--- config.mk ---
export PLATFORM = sky130hd
export DESIGN_NAME = xy_input_unit
export DESIGN_NICKNAME = d
export VERILOG_FILES = /design/src/rtl/xy_input_unit_pkg.sv /design/src/rtl/xy_input_unit_fifo.sv /design/src/rtl/xy_input_unit.sv
export SDC_FILE = /design/constraint.sdc
export NUM_CORES = 1
export LEC_CHECK = 0
export CAP_MARGIN = 10
export CORE_ASPECT_RATIO = 0.5
export CORE_MARGIN = 10
export CORE_UTILIZATION = 45
export CTS_CLUSTER_SIZE = 30
export DETAILED_ROUTE_END_ITERATION = 7
export PLACE_DENSITY = 0.79
export RECOVER_POWER = 50
export SYNTH_ARGS = -nofsm -noshare
export SYNTH_HDL_FRONTEND = slang
export SYNTH_SLANG_ARGS = --single-unit
--- constraint.sdc ---
create_clock -name clk_i -period 7 [get_ports clk_i]
set_clock_uncertainty 0.1 [all_clocks]
set_input_delay 2.1 -clock clk_i [delete_from_list [all_inputs] [get_ports clk_i]]
set_output_delay 2.1 -clock clk_i [all_outputs]
set_load 0.02 [all_outputs]
--- src/rtl/xy_input_unit_pkg.sv ---
// Shared definitions for the mesh input stage: flit type codes, router port IDs,
// flit field offsets and the input-unit FSM states.
package xy_input_unit_pkg;

  typedef enum logic [1:0] {
    FT_BODY      = 2'b00,
    FT_TAIL      = 2'b01,
    FT_HEAD      = 2'b10,
    FT_HEAD_TAIL = 2'b11
  } flit_type_e;

  // Output channel IDs, shared with the XY router.
  localparam logic [2:0] PORT_RESOURCE = 3'd0;
  localparam logic [2:0] PORT_LEFT     = 3'd1;
  localparam logic [2:0] PORT_UP       = 3'd2;
  localparam logic [2:0] PORT_RIGHT    = 3'd3;
  localparam logic [2:0] PORT_DOWN     = 3'd4;

  // Head flit field offsets: column in the low bits, row directly above it.
  localparam int COL_LSB = 0;
  function automatic int row_lsb(input int col_w);
    return COL_LSB + col_w;
  endfunction

  function automatic int type_msb(input int id_w, input int data_w);
    return id_w + data_w - 1;
  endfunction

  typedef enum logic {
    S_IDLE,
    S_ACTIVE
  } state_e;

endpackage

--- src/rtl/xy_input_unit_fifo.sv ---
// Synchronous flit FIFO, depth 2**DEPTH_W, no fall-through; full/empty from
// a registered occupancy count.
module xy_input_unit_fifo #(
  parameter int WIDTH   = 10,
  parameter int DEPTH_W = 2
) (
  input  logic             clk,
  input  logic             rst,
  input  logic             push,
  input  logic             pop,
  input  logic [WIDTH-1:0] din,
  output logic [WIDTH-1:0] dout,
  output logic             full,
  output logic             empty
);
  localparam int DEPTH = 1 << DEPTH_W;

  logic [WIDTH-1:0]   mem [DEPTH];
  logic [DEPTH_W-1:0] wr_ptr, rd_ptr;
  logic [DEPTH_W:0]   count;
  logic               do_push, do_pop;

  assign full    = (count == (DEPTH_W+1)'(DEPTH));
  assign empty   = (count == '0);
  // Full is checked against registered state, so a pop cannot make room in the same cycle.
  assign do_push = push && !full;
  assign do_pop  = pop && !empty;
  assign dout    = mem[rd_ptr];

  always_ff @(posedge clk) begin
    if (do_push) mem[wr_ptr] <= din;
  end

  always_ff @(posedge clk) begin
    if (rst) begin
      wr_ptr <= '0;
      rd_ptr <= '0;
      count  <= '0;
    end else begin
      if (do_push) wr_ptr <= wr_ptr + 1'b1;
      if (do_pop)  rd_ptr <= rd_ptr + 1'b1;
      case ({do_push, do_pop})
        2'b10:   count <= count + 1'b1;
        2'b01:   count <= count - 1'b1;
        default: count <= count;
      endcase
    end
  end

endmodule

--- src/rtl/xy_input_unit.sv ---
// Mesh switch input unit: buffers flits, exposes the head destination to the
// XY router, holds the chosen route for the whole packet and streams it out.
module xy_input_unit
  import xy_input_unit_pkg::*;
#(
  parameter int FLIT_DATA_W    = 8,
  parameter int FLIT_ID_W      = 2,
  parameter int COL_ADDR_W     = 4,
  parameter int ROW_ADDR_W     = 4,
  parameter int OUT_N_W        = 3,
  parameter int BUFFER_DEPTH_W = 2
) (
  input  logic                          clk_i,
  input  logic                          rst_i,
  input  logic [FLIT_ID_W+FLIT_DATA_W-1:0] data_i,
  input  logic                          valid_i,
  output logic                          ready_o,
  output logic [COL_ADDR_W-1:0]         col_addr_o,
  output logic [ROW_ADDR_W-1:0]         row_addr_o,
  input  logic [OUT_N_W-1:0]            out_chan_sel_i,
  output logic [FLIT_ID_W+FLIT_DATA_W-1:0] data_o,
  output logic                          valid_o,
  output logic [OUT_N_W-1:0]            out_chan_sel_o,
  input  logic                          ready_i,
  output logic                          err_o
);
  localparam int FLIT_W = FLIT_ID_W + FLIT_DATA_W;

  logic [FLIT_W-1:0]    front;
  logic [FLIT_ID_W-1:0] ftype;
  logic                 full, empty, pop;
  logic                 is_head, is_tail;
  state_e               state, state_nx;
  logic                 latch, err_nx, first, first_nx;

  xy_input_unit_fifo #(
    .WIDTH   (FLIT_W),
    .DEPTH_W (BUFFER_DEPTH_W)
  ) u_fifo (
    .clk   (clk_i),
    .rst   (rst_i),
    .push  (valid_i),
    .pop   (pop),
    .din   (data_i),
    .dout  (front),
    .full  (full),
    .empty (empty)
  );

  assign ready_o    = !full;
  assign data_o     = front;
  assign ftype      = front[type_msb(FLIT_ID_W, FLIT_DATA_W) -: FLIT_ID_W];
  assign col_addr_o = front[COL_LSB +: COL_ADDR_W];
  assign row_addr_o = front[row_lsb(COL_ADDR_W) +: ROW_ADDR_W];
  assign is_head    = (ftype == FLIT_ID_W'(FT_HEAD)) || (ftype == FLIT_ID_W'(FT_HEAD_TAIL));
  assign is_tail    = (ftype == FLIT_ID_W'(FT_TAIL)) || (ftype == FLIT_ID_W'(FT_HEAD_TAIL));

  always_ff @(posedge clk_i) begin
    if (rst_i) begin
      state          <= S_IDLE;
      out_chan_sel_o <= '0;
      err_o          <= 1'b0;
      first          <= 1'b0;
    end else begin
      state <= state_nx;
      err_o <= err_nx;
      first <= first_nx;
      if (latch) out_chan_sel_o <= out_chan_sel_i;
    end
  end

  always_comb begin
    state_nx = state;
    first_nx = first;
    pop      = 1'b0;
    latch    = 1'b0;
    err_nx   = 1'b0;
    valid_o  = 1'b0;
    case (state)
      S_IDLE: begin
        if (!empty) begin
          if (is_head) begin
            latch    = 1'b1;
            first_nx = 1'b1;
            state_nx = S_ACTIVE;
          end else begin
            // Orphan body/tail: drop it so the port cannot wedge.
            pop    = 1'b1;
            err_nx = 1'b1;
          end
        end
      end
      S_ACTIVE: begin
        valid_o = !empty;
        if (!empty && ready_i) begin
          pop      = 1'b1;
          first_nx = 1'b0;
          // A head inside a packet is forwarded as data but flagged.
          if (is_head && !first) err_nx = 1'b1;
          if (is_tail) state_nx = S_IDLE;
        end
      end
      default: state_nx = S_IDLE;
    endcase
  end

endmodule

# After elaboration in Yosys (flattened, before gate mapping)
# Memories as Yosys holds them, arrays and structs flattened. A register that Yosys moved wholly into a read port is not among the register bits.
# Cells that the tools add are included.
# word_totals
memories,1
reg_bits,13
out_inout_bits,24
ram_bits,40
in_bits,17
# op_classes
n_mux,23
n_eq_ne,9
bitwise,1
n_reduce_logical,12
n_addsub,4
# mem_list
memory,words,width,read_ports,rd_ports_with_merged_regs,write_ports,line,source
u_fifo.mem,4,10,1,1,1,xy_input_unit_fifo.sv:18,logic [WIDTH-1:0] mem [DEPTH];
# ops
operator,count
2-to-1 mux 1 bit,16
case mux 1 bit (2 select lines),4
"equality test 2 bit, second input constant",3
case mux 3 bit (2 select lines),1
"adder 2 x 1 -> 2 bit, second input constant",2
"equality test 2 x 1 -> 1 bit, second input constant",2
logical AND 1 bit,4
2-to-1 mux 2 bit,2
"!= test 2 bit, second input constant",2
"adder 3 x 1 -> 3 bit, second input constant",1
"equality test 3 bit, second input constant",1
zero test 1 bit,3
zero test 3 bit,1
AND reduction 3 bit,1
"subtractor 3 x 1 -> 3 bit, second input constant",1
logical OR 1 bit,2
"!= test 2 x 1 -> 1 bit, second input constant",1
nonzero test 2 bit,1
inverter 1 bit,1

# Depth between registers and ports, before layout
# Gate-level depths: netlist of the first run.
# logic_depth
word_depth,8
ltp_mapped,10
ltp_nobuf,9

# By module
# A second synthesis of the first run with hierarchy kept.
# unflattened
cells_unflattened,142
area_unflattened_um2,2245.9
# modules_own_cells
module,area_per_inst_um2,seq_area_each_um2,cells_per_inst,instances
xy_input_unit_fifo,1920.6,1381.3,106,1
xy_input_unit,325.3,120.1,36,1

# Least setup slack after synthesis of the first run
# OpenSTA, ideal clock, no wires.
# synth_path
kind,input port to flip-flop
from,input port ready_i
to,register u_fifo.count[2]
arrival_ns,3.461
n_path_buf,0
stages,8
setup_slack_ns,3.369
t_required_ns,6.830
cell_sequence,o21ai_2 -> nor2_2 -> ha_1 -> inv_1 -> fa_1 -> xor2_1 -> or3_1 -> a21oi_1
# synth_via
elab_chain_cells,6
word_cells_on_any_way,8
classes_between,2 x eq/ne; 3 x mux; 3 x reduce/logical
# synth_lines
element,line,source
"start, declared",xy_input_unit.sv:24,"input logic ready_i,"
logical AND 1 bit *,xy_input_unit.sv:95,if (!empty && ready_i) begin
2-to-1 mux 1 bit *,xy_input_unit.sv:95,
case mux 1 bit (2 select lines) *,xy_input_unit.sv:79,case (state)
logical AND 1 bit *,xy_input_unit_fifo.sv:27,assign do_pop = pop && !empty;
named net u_fifo.do_pop,xy_input_unit_fifo.sv:21,"logic do_push, do_pop;"
equality test 2 x 1 -> 1 bit or equality test 2 bit (tied branches),xy_input_unit_fifo.sv:42,"case ({do_push, do_pop})"
case mux 3 bit (2 select lines) or nonzero test 2 bit (tied branches),-,
"end signal, assigned",xy_input_unit_fifo.sv:43,2'b10: count <= count + 1'b1;
"end signal, assigned",xy_input_unit_fifo.sv:44,2'b01: count <= count - 1'b1;
"end signal, assigned",xy_input_unit_fifo.sv:45,default: count <= count;
"end, declared",xy_input_unit_fifo.sv:20,logic [DEPTH_W:0] count;
# The timed path passes the listed nets; every way through them passes the cells marked *.
# A chain may end at the register's enable or synchronous reset.

==> run summary, run 1 <==
The flow ran to the end, and the final reports show no timing, DRC or antenna violations. The final instance area came out at 0.00282 sq mm. The insertion delay of the later-clocked pin in the worst-skew pair is 0.30 ns. The proportion of netlist area held by the largest area contributor is 51.7%.

The antenna diode count is 0. The share of post-route cells with drive strength above 1 is 11.1%. The number of gates given a new drive strength after cts came out at 0. Clock-pin slew was measured on the worst setup and hold paths at 0.10 ns. The number of antenna-violating nets in the routed design is 0.

The register area came out at 0.00150 sq mm. The area enclosed by the die boundary is 0.00862 sq mm. Cells fill 56.8% of the core in the end. TritonCTS created 5 clock buffers.

The peak supply drop is 181 uV. The die span in y came out at 70.8 microns. Setup repair after global routing left no endpoint under its margin. The total buffers and inverters traversed by the critical path is 1. The die is 122 microns wide. The final worst-path cycle share came out at 64.1%. The via density per instance is 4.95. The largest fanout on the critical path came out at 12. The count of input and output buffers is 40. The post-synthesis instance area came out at 0.00232 sq mm. The number of antenna violations at the first check in global routing is 0. The number of maximum-capacitance constraint violations came out at 0. The site row count came out at 18. The all-layer global routing usage is 9.10%.

Dividing the detail-routed wire length by the instance count gives 15.3 microns. The post-synthesis sequential element count came out at 55. The placed standard-cell area is 0.00272 sq mm. The mean area per synthesized cell is 16.3 sq um. In this design, the largest share of critical-path delay is due to flip-flops. The root buffer cell chosen for the clock tree is sky130_fd_sc_hd__clkbuf_8. The synthesized instance count is 143. The buffer levels on the longest clock path came out at 2. The number of setup violations in the final report is 0. The final RePlAce weighted congestion came out at 0.673.

The critical path launch point type is a register. The highest metal layer with signal wires is met4. The maximum clock frequency came out at 223 MHz.

The max-slew violation count came out at 0. After clock tree synthesis, the setup repair step added 0 buffers. The routed length on met3 came out at 173 microns. The multi-input combinational cell area is 703 sq um. The final layout contains 202 nets.

After detailed routing, the number of remaining DRC violations is 0. The hold buffer count at cts is 0. The via count of the first global-routing pass is 1250. The power consumption is 1020 uW. The ratio of total power to cell area is 362 mW/mm^2. The number of filler instances in the final layout is 401. The largest total area in the synthesized netlist belongs to sky130_fd_sc_hd__edfxtp_1. The detailed-route wire length is 3.83 mm. The largest net degree at the start of global routing came out at 20. In this run the count of I/O pins placed on the die edge is 41.

The reg-to-reg critical path endpoint is u_fifo.count[2]$_SDFFE_PP0P_. The unique cell type count in the Yosys netlist came out at 35. The relative slew slack came out at 58.0%. The routed wire length on met2 is 2.04 mm. The number of warnings reported in the yosys synthesis log came out at 0. The worst hold margin is 0.385 ns. The final global-route overflow total came out at 0. On the critical path, the stage with the largest delay is an instance of sky130_fd_sc_hd__dfxtp_1.

TritonCTS built the clock tree. The endpoint arrival time on the critical path came out at 2.29 ns. The wire length on met1 came out at 1.58 mm. The final hold violation count came out at 0. By area the synthesized netlist is led by sky130_fd_sc_hd__edfxtp_1, sky130_fd_sc_hd__dfxtp_1, sky130_fd_sc_hd__mux4_1, sky130_fd_sc_hd__buf_4, sky130_fd_sc_hd__ha_1. The signal on the critical path passes through mux4_2 -> clkdlybuf4s50_1. For this design the static power due to leakage is 0.000988 uW. The sequential cell area fraction in the yosys report came out at 64.6%. The worst hold-check path type is register to register. The floorplan step defined a core boundary enclosing 0.00495 sq mm. The delay of the slowest critical-path stage is 0.73 ns. The critical path capture point is data_o[9].

The final sum of negative setup slack is 0 ns. After layout, the minimum clock period comes to 4.49 ns. The maximum level of the CTS H-tree is 2. The total via count after detailed routing is 1237.

The type of element capturing the critical path is an output pin. The total stage count of the critical path came out at 2. The total clock sinks is 55.

The area added between synthesis and finish came out at 21.2%. After legalization and detailed placement, the total HPWL measured 2.86 mm. The first-pass GRT wire length is 6.29 mm.

The effective utilization at floorplan came out at 46.9%. The first detailed-routing pass took 4 iterations. The internal reg-to-reg setup slack is 4.30 ns. The net count of the mapped netlist came out at 166.

The number of cells traversed by the worst register-to-register path is 9. For the pin with the worst max-slew slack, the measured transition is 0.629 ns. The startpoint-to-endpoint class of the critical path is register to output pin. The required time at the worst-slack endpoint came out at 4.80 ns. The detailed router finished its first iteration with 35 violations.
## Yosys cell counts, drive strengths merged
library cell  instances
dfxtp                15
or2b                  1
nand2                 4
o22ai                 1
nor2                 11
ha                    5
and2                  2
nand3                 2
o21ai                 4
and3b                 1
or3b                  1
a21oi                 5
inv                   8
mux4                 10
nor2b                 1
nand4b                1
buf                  11
edfxtp               40
and3                  4
xor2                  2
mux2i                 5
nor3                  1
xnor2                 1
fa                    1
or2                   1
or3                   2
mux2                  3
## cell families (layout without fill, tap and decap cells)
group | Yosys count | count (layout) | synth area share, %
xor gates and xnor gates | 3 | 3 | 1.13
adders and majority gates | 6 | 6 | 3.55
AOI/OAI and AO/OA | 10 | 10 | 2.80
DFF | 55 | 55 | 64.6
and+or+nand+nor | 32 | 32 | 8.18
buffers and inverters | 19 | 56 | 5.17
muxes | 18 | 18 | 14.6
## report_power, final
part | internal (uW) | switching [uW]
Combinational | 194 | 205
Clock | 73.0 | 103
Sequential | 407 | 35.4
Total | 675 | 344
## area by class of cell
| type | instances | share of cell area [%] |
|---|---|---|
| Tap cell | 70 | 3.11 |
| Timing Repair Buffer | 40 | 14.2 |
| Multi-Input combinational cell | 69 | 25.0 |
| Inverter | 8 | 1.07 |
| Clock buffer | 5 | 2.44 |
| Clock inverter | 3 | 0.888 |
| Sequential cell | 55 | 53.3 |
## registers in the layout, summed over array words and instances, names as in the netlist, named ones only
name,flops
state,1
u_fifo.count,3
u_fifo.rd_ptr,2
u_fifo.mem,40
out_chan_sel_o,3
first,1
u_fifo.wr_ptr,2
err_o,1
## per-stage QoR
step	cells	setup WS (ns)
6_report	250	2.51
4_1_cts	250	2.45
5_1_grt	250	2.40
3_5_place_dp	242	2.67
2_1_floorplan	143	3.37
3_3_place_gp	242	2.74
## how the worst min path moves through the flow
stage	endpoint	startpoint	cells after the start	slack [ns]
after floorplan	first$_SDFFE_PP0P_	first$_SDFFE_PP0P_	2	0.35
after global placement	first$_SDFFE_PP0P_	first$_SDFFE_PP0P_	2	0.36
after detailed placement	first$_SDFFE_PP0P_	first$_SDFFE_PP0P_	2	0.37
after CTS	first$_SDFFE_PP0P_	first$_SDFFE_PP0P_	2	0.38
after global routing	first$_SDFFE_PP0P_	first$_SDFFE_PP0P_	2	0.44
final	first$_SDFFE_PP0P_	first$_SDFFE_PP0P_	2	0.38
## worst min-delay path: stages, from the launching register on
cell,delay [ns]
sky130_fd_sc_hd__dfxtp_1,0.31
sky130_fd_sc_hd__o21ai_0,0.06
sky130_fd_sc_hd__a21oi_1,0.07
## placed cells by master, fill, tap and decap left out, drive strengths merged, types with 2 or more instances in the layout
| cell type | n |
|---|---|
| edfxtp | 40 |
| clkdlybuf4s50 | 28 |
| dfxtp | 15 |
| dlygate4sd3 | 12 |
| nor2 | 11 |
| inv | 10 |
| mux4 | 10 |
| mux2i | 5 |
| ha | 5 |
| clkbuf | 5 |
| a21oi | 5 |
| and3 | 4 |
| nand2 | 4 |
| o21ai | 4 |
| mux2 | 3 |
| xor2 | 2 |
| or3 | 2 |
| and2 | 2 |
| nand3 | 2 |
## per-layer routing
metal | up-vias | track usage [%]
met1 | 609 | 10.1
met2 | 27 | 16.7
met4 | 0 | 2.37
li1 | 596 | -
met5 | - | 0
met3 | 5 | 2.69
No activity file was read; power rests on OpenSTA's default activity.
==> run 2, diff against run 1 <==
==> constraint.sdc (replaced) <==
create_clock -name clk_i -period 4.6 [get_ports clk_i]
set_clock_uncertainty 0.1 [all_clocks]
set_input_delay 1.38 -clock clk_i [delete_from_list [all_inputs] [get_ports clk_i]]
set_output_delay 1.38 -clock clk_i [all_outputs]
set_load 0.02 [all_outputs]
==> run 2 against run 1 <==
Against the previous run:
- critical path depth did not move
- final area about the same
- sequential cell count unchanged
- core utilization rose by 0.050 points
- register-to-register slack got worse by 2.4 ns
- first-iteration DRC count increased by 5.7%
- final cell count did not move
- combinational power grew 52%
- power rose by 52%
- hold slack got worse by 0.0068 ns
- worst setup slack got worse by 1.7 ns
- critical endpoint is now data_o[0]
- largest cell class unchanged
==> run summary, run 2 (synthesis results as in run 1) <==
The CTS tree is done (unchanged). The flip-flop count of the largest register after layout is 40 (unchanged). The maximum level of the CTS H-tree is 2 (unchanged).

The largest net degree at the start of global routing is 20 (unchanged). The buffer levels on the longest clock path is 2 (unchanged). The final core utilization came to 56.9% (was 56.8%).

Top library cells by usage in the layout, fill and taps aside: sky130_fd_sc_hd__edfxtp_1, sky130_fd_sc_hd__clkdlybuf4s50_1, sky130_fd_sc_hd__dfxtp_1 (unchanged). The via count of the first global-routing pass is 1293 (was 1250). The ratio of total power to cell area is 551 mW/mm^2 (was 362 mW/mm^2). The via density per instance came to 4.94 (was 4.95). The detailed-router iteration count before antenna repair is 4 (unchanged).

The number of antenna-violating nets in the routed design is 0 (unchanged). The detailed router's first-iteration violation count came out at 37 (was 35). The clock transition at the registers of the reported paths came out at 0.10 ns (about the same). The antenna diode count is 0 (unchanged). The detailed-route wire length is 3.87 mm (was 3.83 mm). The endpoint arrival time on the critical path came out at 2.27 ns (was 2.29 ns). The total via count after detailed routing came out at 1234 (was 1237). The total buffers and inverters traversed by the critical path was 1 (unchanged). The final worst-path cycle share is 81.6%. The first-pass GRT wire length came to 6.35 mm (was 6.29 mm). The number of antenna violations at the first check in global routing came out at 0 (unchanged). The number of setup violations in the final report came to 0 (unchanged). The required time at the worst-slack endpoint came out at 3.12 ns (was 4.80 ns). The static leakage is 0.000989 uW (was 0.000988 uW). The total DRC errors in the routed layout came to 0 (unchanged). The startpoint-to-endpoint class of the critical path was register to output pin (unchanged). The count of input and output buffers is 40 (unchanged). The register containing the most flip-flops in the final layout is u_fifo.mem (unchanged). The placed standard-cell area came out at 0.00272 sq mm (unchanged). The effective utilization at floorplan came to 46.9% (unchanged). The peak supply drop is 262 uV (was 181 uV). The category of cells accounting for the largest share of critical-path delay is flip-flops (unchanged). The insertion delay of the later-clocked pin in the worst-skew pair came to 0.31 ns (was 0.30 ns). The number of maximum-capacitance constraint violations came out at 0 (unchanged). The final net count came to 202 (unchanged). RSZ-0062 raised after global routing: false (unchanged). The worst hold-check path type is register to register (unchanged). The hold buffer count at cts came to 0 (unchanged). The total clock sinks is 55 (unchanged).

The share of post-route cells with drive strength above 1 was 11.1% (unchanged). The area enclosed by the die boundary was 0.00862 sq mm (unchanged). The measured slew at the worst slew-check pin was 0.601 ns (was 0.629 ns). The final sum of negative setup slack came out at 0 ns (unchanged).

The final global-route overflow total was 0 (unchanged). The max-slew violation count is 0 (unchanged). The type of element capturing the critical path is an output pin (unchanged).

The site row count came out at 18 (unchanged). The boundary pin count came out at 41 (unchanged). The number of gates given a new drive strength after cts came to 0 (unchanged). The die span in y was 70.8 microns (unchanged). The final HPWL from detailed placement is 2.91 mm (was 2.86 mm).

The total clock buffers created by CTS came out at 5 (unchanged). Biggest registers after layout: u_fifo.mem: 40 flops, out_chan_sel_o: 3 flops, u_fifo.count: 3 flops (unchanged). The relative slew slack is 59.9% (was 58.0%). The cell with the biggest individual delay on the critical path is sky130_fd_sc_hd__dfxtp_1 (unchanged). Timing would allow up to 267 MHz. The overall die width is 122 microns (unchanged).

The area added between synthesis and finish came out at 21.3% (was 21.2%). The final RePlAce weighted congestion came to 0.674 (was 0.673). Subtracting the final worst setup slack from the clock period gives 3.75 ns. The all-layer global routing usage is 9.27% (was 9.10%). Outcome: completed (unchanged). The core area came to 0.00495 sq mm (unchanged). The root cell of the clock tree was sky130_fd_sc_hd__clkbuf_8 (unchanged).

The final instance area came out at 0.00282 sq mm (about the same). The critical path launch point type is a register (unchanged). The leading cell type in the layout, fill and taps excluded is sky130_fd_sc_hd__edfxtp_1 (unchanged).

Critical Path, Cell by Cell: mux4_1 -> clkdlybuf4s50_1 (was mux4_2 -> clkdlybuf4s50_1). The delay of the slowest critical-path stage came out at 0.72 ns (was 0.73 ns). The final hold violation count came out at 0 (unchanged). The largest fanout on the critical path is 12 (unchanged). The buffer count from post-CTS setup fixing came to 0 (unchanged). The average wire per cell in the routed design came to 15.5 microns (was 15.3 microns).
-- run 2: worst min-delay path: cells and delay by family, from the launching register on --
kind	cells	cell delay [ns]
flops	1	0.31
compound gates	2	0.12
-- run 2: cell type report --
type / instances / area (sq um)
inverters: 8 / 30.0
repair buffers: 40 / 400
well taps: 70 / 87.6
clock inverters: 3 / 27.5
flip-flops and latches: 55 / 1500
clock buffers: 5 / 68.8
multi-input cells: 69 / 703
fillers: 402 / 2140
-- run 2: path summary, 6_finish.rpt --
path,start,end,slack (ns),cells after the start
max,register,data_o[0],0.85,2
min,first$_SDFFE_PP0P_,first$_SDFFE_PP0P_,0.38,2
max reg2reg,register,u_fifo.count[2]$_SDFFE_PP0P_,1.92,9
min reg2reg,first$_SDFFE_PP0P_,first$_SDFFE_PP0P_,0.38,2
-- run 2: routing by layer --
metal  vias up  share of wire [%]  track usage, %
met3         5                5.0            2.85
met1       607                 40            9.56
li1        596                  -               -
met2        26                 53            17.5
met4         0                1.0            3.15
met5         -                  0               0
-- run 2: metrics by stage --
stage / hold slack, ns / cells / setup WS, ns / total power [uW]
after floorplan: 0.346 / 143 / 1.69 / 1100
after global placement: 0.360 / 242 / 1.06 / 1290
after detailed placement: 0.364 / 242 / 1.01 / 1310
after CTS: 0.377 / 250 / 0.776 / 1580
after global routing: 0.434 / 250 / 0.713 / 1650
final: 0.378 / 250 / 0.848 / 1550
-- run 2: power breakdown --
group          switching [uW]  total (uW)  internal (uW)
clock                     159         271            113
sequential               54.5         675            620
combinational             311         608            296
total                     524        1550           1030
